### config.mk
export PLATFORM = sky130hd
export DESIGN_NAME = painel_display_scan
export DESIGN_NICKNAME = d
export VERILOG_FILES = /design/src/rtl/painel_pkg.sv /design/src/rtl/painel_display_scan_glyph_mux.sv /design/src/rtl/painel_display_scan.sv
export SDC_FILE = /design/constraint.sdc
export NUM_CORES = 1
export LEC_CHECK = 0
export CELL_PAD_IN_SITES_DETAIL_PLACEMENT = 0
export CELL_PAD_IN_SITES_GLOBAL_PLACEMENT = 1
export CORE_ASPECT_RATIO = 0.9
export CORE_MARGIN = 10
export CORE_UTILIZATION = 46
export CTS_CLUSTER_DIAMETER = 50
export DETAILED_ROUTE_END_ITERATION = 8
export GPL_TIMING_DRIVEN = 0
export PLACE_DENSITY_LB_ADDON = 0.1
export SETUP_SLACK_MARGIN = 0.5
export SLEW_MARGIN = 0
export SYNTH_ARGS = -nofsm -noshare
export SYNTH_HDL_FRONTEND = slang
export SYNTH_HIERARCHICAL = 1
export SYNTH_SLANG_ARGS = --single-unit
### constraint.sdc
create_clock -name clk -period 5.2 [get_ports clk]
set_input_delay 1.3 -clock clk [delete_from_list [all_inputs] [get_ports clk]]
set_output_delay 1.3 -clock clk [all_outputs]
set_load 0.02 [all_outputs]
### src/rtl/painel_pkg.sv
// Shared definitions for the 3-digit status panel scanner.
// Glyphs are 7-bit patterns in segment order {a,b,c,d,e,f,g} (bit 6 = a,
// bit 0 = g), active-high before the pin polarity is applied.
package painel_pkg;

  localparam logic [6:0] GLYPH_0     = 7'b1111110; // abcdef
  localparam logic [6:0] GLYPH_1     = 7'b0110000; // bc
  localparam logic [6:0] GLYPH_2     = 7'b1101101; // abdeg
  localparam logic [6:0] GLYPH_3     = 7'b1111001; // abcdg
  localparam logic [6:0] GLYPH_E     = 7'b1001111; // adefg
  localparam logic [6:0] GLYPH_G     = 7'b1011110; // acdef
  localparam logic [6:0] GLYPH_A     = 7'b1110111; // abcefg
  localparam logic [6:0] GLYPH_DASH  = 7'b0000001; // g
  localparam logic [6:0] GLYPH_F     = 7'b1000111; // aefg
  localparam logic [6:0] GLYPH_BLANK = 7'b0000000;

  typedef enum logic [1:0] {
    SLOT_LEVEL = 2'd0,
    SLOT_MODE  = 2'd1,
    SLOT_INLET = 2'd2
  } slot_t;

  // Per-frame status snapshot.
  typedef struct packed {
    logic h;
    logic m;
    logic l;
    logic erro;
    logic al;
    logic vs;
    logic bs;
    logic ve;
  } status_t;

endpackage

### src/rtl/painel_display_scan_glyph_mux.sv
// glyph_mux: combinational digit-content selection.
// Ports:
//   slot    - digit currently being scanned
//   snap    - status snapshot taken at the start of the frame
//   phaseOn - blink phase (1 = lit); only matters while snap.al is set
//   pattern - active-high segment pattern {a..g}
module glyph_mux
  import painel_pkg::*;
(
  input  slot_t      slot,
  input  status_t    snap,
  input  logic       phaseOn,
  output logic [6:0] pattern
);

  always_comb begin
    pattern = GLYPH_BLANK;
    case (slot)
      SLOT_LEVEL: begin
        if (snap.al && !phaseOn) begin
          pattern = GLYPH_BLANK;
        end else if (snap.erro) begin
          pattern = GLYPH_E;
        end else begin
          // Only the four physically consistent sensor combinations map
          // to a level; anything else is a sensor fault.
          case ({snap.h, snap.m, snap.l})
            3'b111:  pattern = GLYPH_3;
            3'b011:  pattern = GLYPH_2;
            3'b001:  pattern = GLYPH_1;
            3'b000:  pattern = GLYPH_0;
            default: pattern = GLYPH_E;
          endcase
        end
      end
      SLOT_MODE: begin
        if (snap.vs && snap.bs) begin
          pattern = GLYPH_E;
        end else if (snap.vs) begin
          pattern = GLYPH_G;
        end else if (snap.bs) begin
          pattern = GLYPH_A;
        end else begin
          pattern = GLYPH_DASH;
        end
      end
      SLOT_INLET: begin
        pattern = snap.ve ? GLYPH_F : GLYPH_BLANK;
      end
      default: pattern = GLYPH_BLANK;
    endcase
  end

endmodule

### src/rtl/painel_display_scan.sv
// painel_display_scan: multiplexed driver for the 3-digit 7-segment panel.
// Scans one digit per CLK_DIV-cycle slot, takes a status snapshot at the
// start of each frame and blinks the level digit while the alarm is set.
// Ports:
//   clk, rst          - clock, synchronous active-high reset
//   H, M, L           - tank level sensors
//   Erro, Al          - sensor-fault flag, alarm request
//   Vs, Bs, Ve        - drip valve, sprinkler, inlet valve commands
//   Dig1..Dig3        - digit enables (level, mode, inlet), registered
//   SegA..SegG        - segment outputs, registered
module painel_display_scan
  import painel_pkg::*;
#(
  parameter int CLK_DIV        = 50000,
  parameter int BLINK_FRAMES   = 64,
  parameter bit SEG_ACTIVE_LOW = 1'b1,
  parameter bit DIG_ACTIVE_LOW = 1'b1
) (
  input  logic clk,
  input  logic rst,
  input  logic H,
  input  logic M,
  input  logic L,
  input  logic Erro,
  input  logic Al,
  input  logic Vs,
  input  logic Bs,
  input  logic Ve,
  output logic Dig1,
  output logic Dig2,
  output logic Dig3,
  output logic SegA,
  output logic SegB,
  output logic SegC,
  output logic SegD,
  output logic SegE,
  output logic SegF,
  output logic SegG
);

  localparam int CNT_W = $clog2(CLK_DIV);
  localparam int FR_W  = (BLINK_FRAMES > 1) ? $clog2(BLINK_FRAMES) : 1;

  logic [CNT_W-1:0] cnt;
  slot_t            slot;
  slot_t            slotNext;
  logic [FR_W-1:0]  frameCnt;
  logic             phaseOn;
  status_t          snap;
  logic [6:0]       glyph;
  logic [2:0]       digNext;
  logic [6:0]       segNext;
  logic [2:0]       digQ;
  logic [6:0]       segQ;
  logic             cntTerm;
  logic             frameStart;

  assign cntTerm    = (cnt == CNT_W'(CLK_DIV - 1));
  assign frameStart = (slot == SLOT_LEVEL) && (cnt == '0);

  glyph_mux uGlyph (
    .slot    (slot),
    .snap    (snap),
    .phaseOn (phaseOn),
    .pattern (glyph)
  );

  always_comb begin
    slotNext = SLOT_LEVEL;
    digNext  = 3'b000;
    segNext  = GLYPH_BLANK;
    case (slot)
      SLOT_LEVEL: slotNext = SLOT_MODE;
      SLOT_MODE:  slotNext = SLOT_INLET;
      default:    slotNext = SLOT_LEVEL;
    endcase
    // First cycle of each slot is dark so the previous digit's segments
    // never ghost onto the next digit.
    if (cnt != '0) begin
      case (slot)
        SLOT_LEVEL: digNext = 3'b001;
        SLOT_MODE:  digNext = 3'b010;
        SLOT_INLET: digNext = 3'b100;
        default:    digNext = 3'b000;
      endcase
      segNext = glyph;
    end
  end

  always_ff @(posedge clk) begin
    if (rst) begin
      cnt      <= '0;
      slot     <= SLOT_LEVEL;
      frameCnt <= '0;
      phaseOn  <= 1'b1;
      snap     <= '0;
      digQ     <= 3'b000;
      segQ     <= GLYPH_BLANK;
    end else begin
      cnt <= cntTerm ? '0 : cnt + CNT_W'(1);
      if (cntTerm) begin
        slot <= slotNext;
      end

      if (frameStart) begin
        snap <= '{h: H, m: M, l: L, erro: Erro, al: Al, vs: Vs, bs: Bs, ve: Ve};
      end

      // Blink timebase only runs while the snapshot carries the alarm, so
      // every alarm episode starts with a full lit half-period.
      if (!snap.al) begin
        frameCnt <= '0;
        phaseOn  <= 1'b1;
      end else if (cntTerm && (slot == SLOT_INLET)) begin
        if (frameCnt == FR_W'(BLINK_FRAMES - 1)) begin
          frameCnt <= '0;
          phaseOn  <= ~phaseOn;
        end else begin
          frameCnt <= frameCnt + FR_W'(1);
        end
      end

      digQ <= digNext;
      segQ <= segNext;
    end
  end

  assign Dig1 = digQ[0] ^ DIG_ACTIVE_LOW;
  assign Dig2 = digQ[1] ^ DIG_ACTIVE_LOW;
  assign Dig3 = digQ[2] ^ DIG_ACTIVE_LOW;
  assign {SegA, SegB, SegC, SegD, SegE, SegF, SegG} = segQ ^ {7{SEG_ACTIVE_LOW}};

endmodule
## After elaboration in Yosys (flattened, before gate mapping)

Cells that the tools add are included.

- Flip-flop bits (word level): 43
- Bits of input ports: 10
- Word-level logic and storage cells: 54
- Output and inout bits: 10

- Muxes and demuxes: 11
- Eq/ne operators: 7
- Add/subtract/negate cells: 2
- Reductions and logical operators: 13
- Bitwise logic cells: 7

Operators with widths:

| cell | number |
|---|---|
| $mux W7 | 6 |
| $pmux W7 S4 | 1 |
| $pmux W7 S3 | 1 |
| $add A16 B1 Y16 const B | 1 |
| $eq A16 B16 Y1 const B | 1 |
| $logic_not A16 Y1 | 1 |
| $reduce_bool A16 Y1 | 1 |
| $pmux W3 S3 | 1 |
| $not A7 Y7 | 1 |
| $add A6 B1 Y6 const B | 1 |
| $eq A6 B6 Y1 const B | 1 |
| $mux W6 | 1 |
| $not A1 Y1 | 6 |
| $reduce_or A2 Y1 | 3 |
| $logic_and A1 B1 Y1 | 4 |
| $pmux W2 S2 | 1 |
| $eq A3 B1 Y1 const B | 1 |
| $eq A3 B2 Y1 const B | 1 |
| $eq A3 B3 Y1 const B | 1 |
| $logic_not A3 Y1 | 1 |
| $eq A2 B1 Y1 const B | 1 |
| $eq A2 B2 Y1 const B | 1 |
| $logic_not A2 Y1 | 1 |
| $reduce_and A2 Y1 | 1 |
| $logic_not A1 Y1 | 1 |

## Longest topological paths before layout

- Depth in word-level cells: 5
- Gate-level depth with buffers: 7
- Depth with buffers taken out: 6

## Cells and area by module

The synthesis kept the hierarchy.

By module, submodules not included:

| module | sequential area each (um^2) | area an instance (um^2) | instances | cells each |
|---|---|---|---|---|
| painel_display_scan | 860.8 | 1904.3 | 1 | 221 |
| glyph_mux | 0.0 | 230.2 | 1 | 35 |

## Least setup slack after synthesis

OpenSTA, ideal clock, no wires.

- Kind: input -> register
- From: in rst
- To: reg phaseOn
- Buffers on the path: 1
- Stages: 4
- Path slack: 3036 ps
- Required time: 5080 ps
- Arrival: 2044 ps
- Library setup time: 120 ps
- Cells stage by stage: clkbuf_1 nor2b_1 and4_2 nor2_1

- Cells in the longest elaborated chain, start to end: 1

RTL lines:

| item | RTL line | RTL |
|---|---|---|
| start, declared | painel_display_scan.sv:20 | `input logic rst,` |
| $reduce_or A2 Y1 (no line) | - |  |
| end signal, assigned | painel_display_scan.sv:117 | `phaseOn <= ~phaseOn;` |
| end, declared | painel_display_scan.sv:48 | `logic phaseOn;` |

No other way between the ends.
A chain may end at the register's enable or synchronous reset.

## Worst setup path in the final report

- From: reg digQ[0]
- To: out Dig1

- Cells in the longest elaborated chain, start to end: 1

RTL lines:

| item | RTL line | RTL |
|---|---|---|
| start, declared | painel_display_scan.sv:53 | `logic [2:0] digQ;` |
| start signal, assigned | painel_display_scan.sv:123 | `digQ <= digNext;` |
| $not A1 Y1 (no line) | - |  |
| end, declared | painel_display_scan.sv:29 | `output logic Dig1,` |

No other way between the ends.

==> summary.txt <==
Pwr
  • Sw frac: 0.257
  • Logic pwr share: 0.133
  • Flop pwr share: 0.551
  • Leak: around 0.88 nW
  • PwrDens: 261 nW/um^2
  • Switching Power: around 0.17 mW
  • Clock power frac: 0.315
  • IR Drop Worst-Case VDD: between 200 and 250 uV
  • Internal power: 0.479 mW

Clocking
  • Post-cts sizing count: 0
  • Hold_buf cts: 0
  • H-tree lvl count: 2
  • Clock Sink Count: between 40 and 50
  • Clk slew on worst S/H paths: 0.07 ns
  • Post-CTS Setup Inserts: 0
  • Clock root buffer: clkbuf_8
  • CTS max path bufs: 2
  • CTS tree: done
  • Total CTS buffers: 5
  • Worst-skew pair later-pin latency: 0.29 ns

Yosys
  • Post-synthesis average cell area: 8.34 um^2
  • Post-synth EDFFs: 0
  • Mapped Cells: about 260
  • Register area share after synthesis: 0.403
  • Async set or reset register ratio after synthesis: 0
  • Mapped Area: around 2100 um^2
  • Synth Warn #: 6
  • Mapped Nets: ~270
  • Post-synth top flop: dfxtp_1
  • Flops & latches, synth: 43
  • Count of cell types in the netlist: 48

Setup path
  • Worst path bufs/invs: 2
  • FF-to-FF End: frameCnt[0]$_SDFFE_PP0P_
  • Critical path capture point type: output port
  • Crit-path slowest cell: clkdlybuf4s50_1
  • Worst path max stage delay: between 0.5 and 0.6 ns
  • Setup slack, reg-to-reg: 3.08 ns
  • Reg-to-Reg Start: cnt[10]$_SDFF_PP0_
  • Data required time at the worst endpoint: between 3 and 4 ns
  • Crit path arrival time: ~1.2 ns
  • Reg2reg path depth: 6
  • Crit-path cells: inv_1 > clkdlybuf4s50_1
  • CP top delay family: buffers and inverters
  • Critical path fanouts, max: 1
  • Crit Path Category: flip-flop to output port
  • Crit path launch type: flip-flop
  • Critical path depth: 2

Layout
  • Fin area: between 2000 and 2500 um^2
  • Share of cells above drive strength 1: 0.0709
  • Fin util: 0.555
  • Area grow syn2layout: 15.9%
  • Nets: between 200 and 300
  • Ant. Diodes: 0

Min path
  • Hold Crit Start: snap[0]$_SDFFE_PP0P_
  • Worst Hold End: snap[0]$_SDFFE_PP0P_
  • Hold Crit Class: flip-flop to flip-flop
  • Hold depth: 2

Floorplanning
  • DIE WIDTH: around 90 um
  • Core Box Area: ~4500 um^2
  • Total die area: just under 8000 um^2
  • Initial Util: 0.479
  • Number of top-level pins: 20
  • Core Rows: 23
  • Die Y: roughly 85 um

Detailed routing
  • Initial DRC count: 55
  • Drc violations: 0
  • Vias post-DR: between 1500 and 2000
  • Via density: roughly 5.1
  • WL/cell: roughly 13 um
  • WL final: between 4000 and 5000 um
  • DRT Pass-1 Iters: 4
  • Antenna-violating nets left: 0

Timing
  • Setup ws final: 2.67 ns
  • Final Critical Period: between 2 and 3 ns
  • Worst slew pin tran: between 0.6 and 0.7 ns
  • Slew Limit Headroom: 0.584
  • Minimum hold slack: slightly below 0.5 ns
  • Final Max Slew Viols: 0
  • Setup violations, final: 0
  • Final Hold Vio Count: 0
  • Setup TNS: 0 ns
  • Tcrit/Tclk final: 0.486
  • RSZ-0062 raised after global routing: false
  • Max Fclk: roughly 0.4 GHz
  • Final setup skew: roughly 0.0094 ns

Job
  • Max_cap viols: 0

Status
  • Status: complete, no violations

Global routing
  • Initial antenna violation count: 0
  • GR Overflow Total: 0
  • Gr usage total: 0.114
  • Pin count of the biggest net entering global routing: 13
  • Vias in the first global route: roughly 1600
  • First-pass GRT wire length: between 7000 and 8000 um

Placement
  • Setup WS pre-CTS: about 2.8 ns
  • Routability cong.: about 0.82
  • Post-DP HPWL: about 3200 um
  • IO buf count: 18
  • Placed cell area: 2390 um^2
==> sequential cells by signal (all words and copies together), names as in the netlist <==
name	cells
cnt	16
snap	8
segQ	7
frameCnt	6
digQ	3
slot	2
phaseOn	1
==> layout make-up <==
cell class	count	area (um^2)
fill	436	1990
clock inverter	1	5.00
tap	62	77.6
sequential	43	861
clock buffer	7	76.3
timing repair buffer	18	180
buffer	8	56.3
multi-input combinational	184	1140
inverter	21	78.8
==> cells by family (layout without fill, tap and decap cells) <==
family / count (synthesis) / count (layout) / synth area share
AO/OA/AOI/OAI: 43 / 43 / 0.131
XOR/XNOR: 12 / 12 / 0.0492
adder cells (fa/ha/maj): 7 / 7 / 0.0410
buffers and inverters: 29 / 55 / 0.0633
flip-flops: 43 / 43 / 0.403
multiplexers: 3 / 3 / 0.0141
AND/OR/NAND/NOR: 119 / 119 / 0.298
==> stage by stage <==
| step | instances | power, mW |
|---|---|---|
| 3_3_place_gp | 336 | 0.449 |
| 4_1_cts | 344 | 0.650 |
| 6_report | 344 | 0.644 |
| 3_5_place_dp | 336 | 0.450 |
| 5_1_grt | 344 | 0.678 |
| 2_1_floorplan | 256 | 0.416 |
==> how the worst max path moves through the flow <==
stage	to	from
floorplan	phaseOn$_SDFFE_PP1P_	rst
CTS	Dig1	digQ[0]$_SDFF_PP0_
global placement	phaseOn$_SDFFE_PP1P_	rst
detailed placement	phaseOn$_SDFFE_PP1P_	rst
finish	Dig1	digQ[0]$_SDFF_PP0_
global route	SegA	segQ[6]$_SDFF_PP0_
==> synth_stat cells (all sizes together) (2+ instances only) <==
| cell | count | area share |
|---|---|---|
| dfxtp | 43 | 0.40 |
| nor2 | 31 | 0.058 |
| inv | 21 | 0.037 |
| nand2 | 18 | 0.032 |
| a21oi | 17 | 0.042 |
| nand3 | 16 | 0.038 |
| o21ai | 13 | 0.032 |
| xnor2 | 10 | 0.041 |
| nor3 | 9 | 0.021 |
| and2 | 8 | 0.023 |
| nor4 | 8 | 0.030 |
| ha | 7 | 0.041 |
| nand2b | 6 | 0.018 |
| buf | 5 | 0.021 |
| nand4 | 5 | 0.015 |
| nor2b | 4 | 0.012 |
| a41o | 3 | 0.015 |
| clkbuf | 3 | 0.0053 |
| mux2i | 3 | 0.014 |
| or2 | 3 | 0.0088 |
| a211oi | 2 | 0.0094 |
| and4 | 2 | 0.0088 |
| nand3b | 2 | 0.0070 |
| o221ai | 2 | 0.011 |
| o31ai | 2 | 0.0070 |
| or4 | 2 | 0.0070 |
| xor2 | 2 | 0.0082 |
==> tightest hold or removal path: stages, from the launching register on <==
cell     delay (ns)
dfxtp_1        0.31
o21ai_0        0.07
a21oi_1        0.06
==> power groups by stage <==
stage	sequential [mW]	combinational, mW	clock, mW
after detailed placement	0.363	0.0867	0
after CTS	0.355	0.0871	0.208
final	0.355	0.0859	0.203
after floorplan	0.360	0.0560	0
after global placement	0.363	0.0866	0
after global routing	0.357	0.0967	0.224
==> layer usage <==
| metal | GRT usage | vias up | wire (um) |
|---|---|---|---|
| met4 | 0.0378 | 0 | 36 |
| li1 | - | 931 | - |
| met2 | 0.165 | 24 | 1900 |
| met3 | 0.0338 | 5 | 212 |
| met5 | 0 | - | 0 |
| met1 | 0.155 | 797 | 2220 |
==> layout by cell type (no fill, tap or decap), drive strengths merged, types with 2 or more instances in the layout <==
cell type | synthesis | final
a211oi | 2 | 2
a21oi | 17 | 17
a41o | 3 | 3
and2 | 8 | 8
and4 | 2 | 2
buf | 5 | 5
clkbuf | 3 | 10
clkdlybuf4s50 | 0 | 18
dfxtp | 43 | 43
ha | 7 | 7
inv | 21 | 21
mux2i | 3 | 3
nand2 | 18 | 18
nand2b | 6 | 6
nand3 | 16 | 16
nand3b | 2 | 2
nand4 | 5 | 5
nor2 | 31 | 31
nor2b | 4 | 4
nor3 | 9 | 9
nor4 | 8 | 8
o21ai | 13 | 13
o221ai | 2 | 2
o31ai | 2 | 2
or2 | 3 | 3
or4 | 2 | 2
xnor2 | 10 | 10
xor2 | 2 | 2
(Power assumes the default switching activity.)
